===== config.mk =====
export PLATFORM = sky130hd
export DESIGN_NAME = bcd_radix_converter_flat
export DESIGN_NICKNAME = d
export VERILOG_FILES = /design/src/rtl/bcd_radix_converter_if.sv /design/src/rtl/bcd_radix_converter.sv /design/src/flat_wrapper.sv
export SDC_FILE = /design/constraint.sdc
export NUM_CORES = 1
export LEC_CHECK = 0
export BUFFER_PORTS_ARGS = -buffer_cell sky130_fd_sc_hd__buf_4
export CORE_UTILIZATION = 54
export DETAILED_ROUTE_END_ITERATION = 10
export GPL_TIMING_DRIVEN = 0
export HOLD_SLACK_MARGIN = 0.08
export PLACE_DENSITY = 0.8
export SLEW_MARGIN = 20
export SYNTH_ARGS = -nofsm -noshare
export SYNTH_HDL_FRONTEND = slang
export SYNTH_SLANG_ARGS = --single-unit

===== constraint.sdc =====
create_clock -name clk -period 4.59 [get_ports clk]
set_clock_uncertainty 0.15 [all_clocks]
set_input_delay 0.918 -clock clk [delete_from_list [all_inputs] [get_ports clk]]
set_output_delay 0.918 -clock clk [all_outputs]
set_load 0.01 [all_outputs]

===== src/rtl/bcd_radix_converter_if.sv =====
// -----------------------------------------------------------------------------
// bcd_radix_converter_if
// Request/result bundle for the sequential BCD-to-binary converter.
//   Start       : conversion request (level, acted on only while idle)
//   Mode        : 0 = hex digits, 1 = octal digits, captured with Start
//   bcd_in      : DIGITS packed BCD digits, ones digit in [3:0]
//   busy        : conversion in progress
//   done        : one-cycle pulse when the result registers update
//   invalid     : last accepted bcd_in held a nibble > 9
//   bin_out     : binary result
//   digit_out   : OD formatted digit nibbles, least significant in [3:0]
//   digit_blank : leading-zero flags per digit, bit 0 never set
// master = requester (display path / bench), slave = converter core.
// -----------------------------------------------------------------------------
interface bcd_radix_converter_if #(
   parameter int DIGITS = 3,
   parameter int BIN_W  = 10,
   parameter int OD     = (BIN_W + 2) / 3
);
   logic                  Start;
   logic                  Mode;
   logic [4*DIGITS-1:0]   bcd_in;
   logic                  busy;
   logic                  done;
   logic                  invalid;
   logic [BIN_W-1:0]      bin_out;
   logic [4*OD-1:0]       digit_out;
   logic [OD-1:0]         digit_blank;

   modport master (
      output Start, Mode, bcd_in,
      input  busy, done, invalid, bin_out, digit_out, digit_blank
   );

   modport slave (
      input  Start, Mode, bcd_in,
      output busy, done, invalid, bin_out, digit_out, digit_blank
   );
endinterface


===== src/rtl/bcd_radix_converter.sv =====
// -----------------------------------------------------------------------------
// bcd_radix_converter
// Sequential N-digit BCD to binary converter (reverse double-dabble, one bit
// per cycle) with hex/octal digit formatting and leading-zero blanking.
// Ports:
//   clk : system clock, all state on the rising edge
//   rst : synchronous active-high reset
//   bus : bcd_radix_converter_if.slave (Start/Mode/bcd_in in,
//         busy/done/invalid/bin_out/digit_out/digit_blank out)
// Latency: BIN_W+2 cycles from accepted Start to done, 2 for invalid input.
// -----------------------------------------------------------------------------
module bcd_radix_converter #(
   parameter int DIGITS = 3,
   parameter int BIN_W  = 10
) (
   input logic                  clk,
   input logic                  rst,
   bcd_radix_converter_if.slave bus
);
   localparam int OD = (BIN_W + 2) / 3;   // octal needs the most digits
   localparam int HD = (BIN_W + 3) / 4;
   localparam int BW = 4 * DIGITS;
   localparam int EW = 4 * OD;
   localparam int CW = $clog2(BIN_W + 1);

   localparam logic [1:0] S_IDLE  = 2'd0;
   localparam logic [1:0] S_CHECK = 2'd1;
   localparam logic [1:0] S_CONV  = 2'd2;
   localparam logic [1:0] S_DONE  = 2'd3;

   localparam logic [OD-1:0] BLANK_RST = ~OD'(1);

   function automatic longint pow10(input int n);
      longint r;
      r = 1;
      for (int i = 0; i < n; i++) r = r * 10;
      return r;
   endfunction

   if (DIGITS < 1 || DIGITS > 6 || (longint'(1) << BIN_W) < pow10(DIGITS)) begin : g_param_check
      $error("bcd_radix_converter: BIN_W cannot hold 10**DIGITS-1 or DIGITS out of range");
   end

   function automatic logic any_bad(input logic [BW-1:0] b);
      logic r;
      r = 1'b0;
      for (int i = 0; i < DIGITS; i++) if (b[4*i +: 4] > 4'd9) r = 1'b1;
      return r;
   endfunction

   // Undo the x2 of double-dabble: after a right shift a nibble >= 8 has
   // received a carry of 8 that should only have been 5.
   function automatic logic [BW-1:0] dabble_fix(input logic [BW-1:0] b);
      logic [BW-1:0] r;
      r = b;
      for (int i = 0; i < DIGITS; i++)
         if (r[4*i +: 4] >= 4'd8) r[4*i +: 4] = r[4*i +: 4] - 4'd3;
      return r;
   endfunction

   function automatic logic [EW-1:0] fmt_digits(input logic [BIN_W-1:0] v, input logic oct);
      logic [EW-1:0] ext;
      logic [EW-1:0] r;
      ext = EW'(v);
      r   = '0;
      for (int k = 0; k < OD; k++) begin
         if (oct)         r[4*k +: 4] = {1'b0, ext[3*k +: 3]};
         else if (k < HD) r[4*k +: 4] = ext[4*k +: 4];
      end
      return r;
   endfunction

   function automatic logic [OD-1:0] fmt_blank(input logic [EW-1:0] d);
      logic [OD-1:0] r;
      logic          seen;
      r    = '0;
      seen = 1'b0;
      for (int k = OD - 1; k >= 1; k--) begin
         seen = seen | (d[4*k +: 4] != 4'd0);
         r[k] = ~seen;
      end
      return r;
   endfunction

   logic [1:0]          state;
   logic [CW-1:0]       cnt;
   logic                err_q;
   logic                mode_q;
   logic [BW-1:0]       bcd_q;
   logic [BIN_W-1:0]    bin_q;

   logic                accept;
   logic [BW+BIN_W-1:0] shifted;
   logic [BW-1:0]       bcd_nx;
   logic [BIN_W-1:0]    bin_nx;
   logic [EW-1:0]       fmt_d;
   logic [OD-1:0]       fmt_b;

   always_comb begin
      accept  = (state == S_IDLE) && bus.Start;
      shifted = {bcd_q, bin_q} >> 1;
      bcd_nx  = dabble_fix(shifted[BW+BIN_W-1:BIN_W]);
      bin_nx  = shifted[BIN_W-1:0];
      fmt_d   = fmt_digits(bin_q, mode_q);
      fmt_b   = fmt_blank(fmt_d);
   end

   // Control and result registers
   always_ff @(posedge clk) begin
      if (rst) begin
         state           <= S_IDLE;
         cnt             <= '0;
         err_q           <= 1'b0;
         bus.busy        <= 1'b0;
         bus.done        <= 1'b0;
         bus.invalid     <= 1'b0;
         bus.bin_out     <= '0;
         bus.digit_out   <= '0;
         bus.digit_blank <= BLANK_RST;
      end else begin
         bus.done <= 1'b0;
         // busy is registered so it stays high through the cycle done is shown
         bus.busy <= accept || (state != S_IDLE);
         case (state)
            S_IDLE: begin
               if (bus.Start) begin
                  cnt   <= CW'(BIN_W);
                  state <= S_CHECK;
               end
            end
            S_CHECK: begin
               err_q <= any_bad(bcd_q);
               state <= any_bad(bcd_q) ? S_DONE : S_CONV;
            end
            S_CONV: begin
               cnt <= cnt - CW'(1);
               if (cnt == CW'(1)) state <= S_DONE;
            end
            default: begin
               bus.done <= 1'b1;
               state    <= S_IDLE;
               if (err_q) begin
                  bus.invalid     <= 1'b1;
                  bus.bin_out     <= '0;
                  bus.digit_out   <= '0;
                  bus.digit_blank <= BLANK_RST;
               end else begin
                  bus.invalid     <= 1'b0;
                  bus.bin_out     <= bin_q;
                  bus.digit_out   <= fmt_d;
                  bus.digit_blank <= fmt_b;
               end
            end
         endcase
      end
   end

   // Conversion datapath
   always_ff @(posedge clk) begin
      if (accept) begin
         bcd_q  <= bus.bcd_in;
         mode_q <= bus.Mode;
         bin_q  <= '0;
      end else if (state == S_CONV) begin
         bcd_q <= bcd_nx;
         bin_q <= bin_nx;
      end
   end
endmodule


===== src/flat_wrapper.sv =====
// flat-port wrapper written by rule: the top's interface ports become plain ports
module bcd_radix_converter_flat 
#(
   parameter int DIGITS = 3,
   parameter int BIN_W  = 10
)
  (clk, rst, bus_Start, bus_Mode, bus_bcd_in, bus_busy, bus_done, bus_invalid, bus_bin_out, bus_digit_out, bus_digit_blank);
  bcd_radix_converter_if #(.DIGITS(DIGITS), .BIN_W(BIN_W)) bus_i ();
  input logic clk;
  input logic rst;
  input wire logic [$bits(bus_i.Start)-1:0] bus_Start;
  input wire logic [$bits(bus_i.Mode)-1:0] bus_Mode;
  input wire logic [$bits(bus_i.bcd_in)-1:0] bus_bcd_in;
  output wire logic [$bits(bus_i.busy)-1:0] bus_busy;
  output wire logic [$bits(bus_i.done)-1:0] bus_done;
  output wire logic [$bits(bus_i.invalid)-1:0] bus_invalid;
  output wire logic [$bits(bus_i.bin_out)-1:0] bus_bin_out;
  output wire logic [$bits(bus_i.digit_out)-1:0] bus_digit_out;
  output wire logic [$bits(bus_i.digit_blank)-1:0] bus_digit_blank;
  assign bus_i.Start = bus_Start;
  assign bus_i.Mode = bus_Mode;
  assign bus_i.bcd_in = bus_bcd_in;
  assign bus_busy = bus_i.busy;
  assign bus_done = bus_i.done;
  assign bus_invalid = bus_i.invalid;
  assign bus_bin_out = bus_i.bin_out;
  assign bus_digit_out = bus_i.digit_out;
  assign bus_digit_blank = bus_i.digit_blank;
  bcd_radix_converter #(.DIGITS(DIGITS), .BIN_W(BIN_W)) u_core (.clk(clk), .rst(rst), .bus(bus_i));
endmodule

# Yosys cells after proc, flatten, opt, wreduce, memory -nomap -nowiden
# Cells that the tools add are included.
[classes] n_bitwise=5 add_sub_neg=4 shifts=0 n_reduce_logical=12 div_mod_pow=0 n_eq_ne=5 n_lt_le_gt_ge=6 mul=0 n_mux=25
[ops] cell="4-bit 2-to-1 mux" count=7
[ops] cell="12-bit 2-to-1 mux" count=2
[ops] cell="13-bit 2-to-1 mux" count=1
[ops] cell="4-bit > comparator, second input constant" count=3
[ops] cell="4-bit nonzero test" count=3
[ops] cell="10-bit 2-to-1 mux" count=1
[ops] cell="1-bit 2-to-1 mux" count=9
[ops] cell="4-bit greater-or-equal comparator, second input constant" count=2
[ops] cell="4-bit one-hot mux with 2 select lines" count=1
[ops] cell="4-bit by 2-bit subtractor with 4-bit output, second input constant" count=2
[ops] cell="2-bit one-hot mux with 3 select lines" count=1
[ops] cell="2-bit nonzero test" count=3
[ops] cell="4-bit by 1-bit == test with 1-bit output, second input constant" count=1
[ops] cell="3-bit by 4-bit greater-or-equal comparator with 1-bit output, second input constant" count=1
[ops] cell="2-bit 2-to-1 mux" count=2
[ops] cell="2-bit AND reduction" count=2
[ops] cell="3-bit by 2-bit subtractor with 4-bit output, second input constant" count=1
[ops] cell="4-bit by 1-bit subtractor with 4-bit output, second input constant" count=1
[ops] cell="3-bit 2-to-1 mux" count=1
[ops] cell="1-bit inverter" count=3
[ops] cell="3-bit OR reduction" count=1
[ops] cell="2-bit by 1-bit == test with 1-bit output, second input constant" count=1
[ops] cell="2-bit == test, second input constant" count=1
[ops] cell="2-bit logical NOT" count=1
[ops] cell="other kinds (5)" count=6
[totals] mem_bits_rw=0 input_bits=16 latchBits=0 word_cells=69 memories=0 output_inout_bits=33 register_bits=63 rom_bits=0

# Depth between registers and ports, before layout
[logic_depth] depth_word=8 depth_mapped=7 depth_no_buf=6

# Worst setup path after synthesis
# No wires, ideal clock.
[synth_timing] path_type="input-to-reg" from="in bus_Start" to="reg u_core.bcd_q[0] (enable)" t_arrival_ps=1388 t_required_ps=4081 path_stages=2 setup_ps=359 path_buffers=0 slack_ps=2693 path_cell_list="nand2_1 -> nand2b_1"
[synth_between] elab_chain_len=2
[synth_rtl] item="start: declaration" line_no="flat_wrapper.sv:11" source="input wire logic [$bits(bus_i.Start)-1:0] bus_Start;"
[synth_rtl] item="1-bit logical AND" line_no="bcd_radix_converter.sv:100" source="accept = (state == S_IDLE) && bus.Start;"
[synth_rtl] item="2-bit nonzero test (no line)"
[synth_rtl] item="end signal: assignment" line_no="bcd_radix_converter.sv:161" source="bcd_q <= bus.bcd_in;"
[synth_rtl] item="end signal: assignment" line_no="bcd_radix_converter.sv:165" source="bcd_q <= bcd_nx;"
[synth_rtl] item="end: declaration" line_no="bcd_radix_converter.sv:89" source="logic [BW-1:0] bcd_q;"
# No other way between the ends.
# A chain may end at the register's enable or synchronous reset.

# Worst setup path after layout
[layout_timing] from="reg u_core.state[0]" to="reg u_core.bcd_q[5] (enable)"
[layout_between] elab_chain_len=3 word_cells_on_any_way=4
[layout_rtl] item="start: declaration" line_no="bcd_radix_converter.sv:85" source="logic [1:0] state;"
[layout_rtl] item="start signal: assignment" line_no="bcd_radix_converter.sv:133" source="state <= any_bad(bcd_q) ? S_DONE : S_CONV;"
[layout_rtl] item="2-bit logical NOT" line_no="bcd_radix_converter.sv:100"
[layout_rtl] item="1-bit logical AND" line_no="bcd_radix_converter.sv:100"
[layout_rtl] item="2-bit nonzero test (no line) *"
# Mark *: on every way between the ends. The rest lies on a longest branch, timed or not.

==> results.md <==
- Capturing element type of the critical path: flop
- Final standard cell area without fillers: 0.003017 mm2
- Clock tree from TritonCTS: done
- RSZ-0062 raised after global routing: false
- Internal power: 1.040 mW
- Hold Path Stages: 2
- Number of slew-limit violations in the final report: 0
- Clock transition time at the flip-flop clock pins of the worst setup and hold paths: ~0.1 ns
- Per-cell routed wire length: 13.08 um
- Total GRT Usage: 22.59%
- Crit path kind: flop to flop
- Post-synth EDFFs: 13
- Initial DRC Count: 113
- Sequential share of power: approximately 45%
- Worst Max-Slew Pin Slew: 0.5532 ns
- Count of antenna diodes in the layout: 0
- Net switching power figure: 0.5613 mW
- Number of hold-slack violations in the final timing report: 0
- Worst voltage drop across the vdd grid: between 0.3 and 0.4 mV
- Clock Path Buffers: 2
- Max-Slew Margin vs Limit: 63.12%
- Later-pin clock latency in the skew report: 0.31 ns
- Share of synthesized area occupied by flip-flops and latches: 49.52%
- Number of primary I/O pins: 49
- Maximum Capacitance Violations: 0
- Portion of total power attributed to the clock network: 22.1%
- Number of nets in the layout: 358
- Hold bufs inserted after CTS: 0
- P&R area growth vs syn: 21.34%
- Type of the most critical hold path: flop to flop
- Post-synthesis cell type count: 33
- Number of setup violations in the final report: 0
- Port Buffer Count: 43
- Crit path launch: u_core.state[0]
- Post-detailed-route via-to-cell ratio: 5.174
- Total power per unit cell area: 531.0 mW/mm2
- Die height: roughly 70 um
- Leakage power: 1.309 nW
- Number of gates given a new drive strength after cts: 0
- Half-perimeter wire length of the detailed placement result: 3530 um
- Hold path start: u_core.bus.bin_out[4]
- Detailed-route via count: 1992
- Crit path launch type: flop
- Synth Area per Inst: around 8.9 um2
- Initial antenna violation count: 0
- Setup repair bufs after CTS: 0
- Clock tree root buffer cell: sky130_fd_sc_hd__clkbuf_8
- Max Clk Rate: around 470 MHz
- Detailed-route DRC error count: 0
- Critical path fanouts, max: 12
- Switching power as a share of total power: 35.04%
- Final cycle utilization of the critical path: 46.73%
- Clock buffer count from CTS: 5
- Post-synth ARST share: 0%
- Maximum number of pins on one net before global-route repair: 17
- Primary flip-flop cell chosen by synthesis mapping: sky130_fd_sc_hd__dfxtp_1
- Setup TNS: 0 ns
- Area taken by multi-input logic gates: 0.001101 mm2
- Post-synthesis instance area: 0.002486 mm2
- Outcome: finished, final reports clean
- Number of warnings printed during yosys synthesis: 0
- Wire length of the first global-routing pass: just under 9000 um
- Num Clock Sinks: 55
- Gate power share: around a third
- Most frequent cells in the layout: sky130_fd_sc_hd__buf_4, sky130_fd_sc_hd__nor2_1, sky130_fd_sc_hd__dfxtp_1, sky130_fd_sc_hd__nand2_1, sky130_fd_sc_hd__a21oi_1
- Die Span X: 69.85 um
- Layout Cells excl Fill: between 300 and 400
- Remaining global-route overflow: 0
- Die area: 0.004879 mm2
- Arrival time of the worst setup path: just under 2 ns
- Minimum clock period: 2.145 ns
- Placed cell count: 377
- Mapped Cells: 278
- Reg2reg start: u_core.state[0]
- Total length of routed wires: between 5000 and 6000 um
- Floorplan core area: about 0.0044 mm2
- Number of iterations in the first detailed-routing pass: 4
- Reg2reg path depth: 5
- Proportion of layout cells with a drive suffix above 1: 21.32%
- Vias in the first global route: 1890
- Area after detailed placement: slightly below 0.003 mm2
- Site row count: 24
- Initial Util: 56.71%
- Layout fillers: 361
- Placer congestion estimate: 0.8546
- CTS H-tree depth: 2
- Number of nets with antenna violations after detailed routing: 0
- Register area: 0.001231 mm2
- Flip-flop and latch count after synthesis: 55
- Data required time of the worst path: between 4 and 5 ns
- Most common library cell in the layout ignoring fill and taps: sky130_fd_sc_hd__buf_4
==> cell families (layout without fill, tap and decap cells) <==
group | count (synthesis) | in the layout | synth area share (%)
AOI/OAI and AO/OA | 51 | 51 | 11.83
xor gates and xnor gates | 4 | 4 | 1.409
adders and majority gates | 10 | 10 | 5.033
buffers and inverters | 34 | 85 | 6.794
DFF | 55 | 55 | 49.52
muxes | 18 | 18 | 7.448
other | 1 | 5 | 0.1508
and+or+nand+nor | 105 | 105 | 17.82
==> flip-flops by register name, indices dropped and copies added (netlist names) <==
register,count
u_core.bus.digit_blank,3
u_core.err_q,1
u_core.bus.busy,1
u_core.bus.invalid,1
u_core.mode_q,1
u_core.bin_q,10
u_core.bcd_q,12
u_core.bus.digit_out,9
u_core.bus.done,1
u_core.bus.bin_out,10
u_core.cnt,4
u_core.state,2
==> layer usage <==
layer  global-route usage [%]  up-vias  share of wire [%]
met1                    28.06      916                 45
met4                    8.444        0                1.7
met2                    38.25       48                 49
met5                        0        -                  0
met3                    5.195        9                4.3
li1                         -     1019                  -
==> critical path: stages (launching register included) <==
cell and delay, ns:
sky130_fd_sc_hd__dfxtp_1 0.35, sky130_fd_sc_hd__inv_1 0.09, sky130_fd_sc_hd__ha_1 0.14, sky130_fd_sc_hd__buf_2 0.25, sky130_fd_sc_hd__buf_2 0.31, sky130_fd_sc_hd__nand2b_1 0.50
==> cell usage after synthesis, types with 6 or more instances <==
library cell               number  share of area, %
sky130_fd_sc_hd__ha_1          10               5.0
sky130_fd_sc_hd__nand2_1       36               5.4
sky130_fd_sc_hd__a22oi_1        6               1.8
sky130_fd_sc_hd__dfxtp_1       42                34
sky130_fd_sc_hd__mux2i_1       14               5.6
sky130_fd_sc_hd__inv_1         10               1.5
sky130_fd_sc_hd__buf_2          9               1.8
sky130_fd_sc_hd__o21ai_1       14               2.8
sky130_fd_sc_hd__a21oi_1       20               4.0
sky130_fd_sc_hd__nor2_1        47               7.1
sky130_fd_sc_hd__buf_4          8               2.4
sky130_fd_sc_hd__edfxtp_1      13                16
sky130_fd_sc_hd__nand3_1        6               1.2
==> power groups by stage <==
stage                     Sequential (mW)  Combinational, mW  Clock [mW]
after floorplan                     0.707              0.407           0
after global placement              0.725              0.506           0
after detailed placement            0.728              0.525           0
after CTS                           0.719              0.532       0.358
after global routing                0.735              0.598       0.376
final                               0.721              0.527       0.354
==> worst paths after layout <==
path,end,slack [ns]
max reg2reg,u_core.bcd_q[5],2.45
max,u_core.bcd_q[5],2.45
min,u_core.bus.bin_out[4],0.32
min reg2reg,u_core.bus.bin_out[4],0.32
==> area by class of cell <==
class / count / share of cell area, %
Buffer: 22 / 4.106
Sequential cell: 55 / 40.81
Clock inverter: 1 / 0.9954
Tap cell: 52 / 2.157
Timing Repair Buffer: 43 / 10.70
Inverter: 12 / 1.493
Clock buffer: 7 / 3.235
Multi-Input combinational cell: 193 / 36.50
==> through the flow <==
step	hold slack (ns)	setup slack, ns	power (mW)	utilization, %
finish	0.3194	2.445	1.602	68.81
global route	0.3460	2.306	1.709	68.81
CTS	0.3203	2.421	1.609	68.81
detailed placement	0.3067	2.388	1.254	65.90
global placement	0.3005	2.387	1.231	65.90
floorplan	0.3063	2.693	1.114	-
No activity file was read; power rests on OpenSTA's default activity.
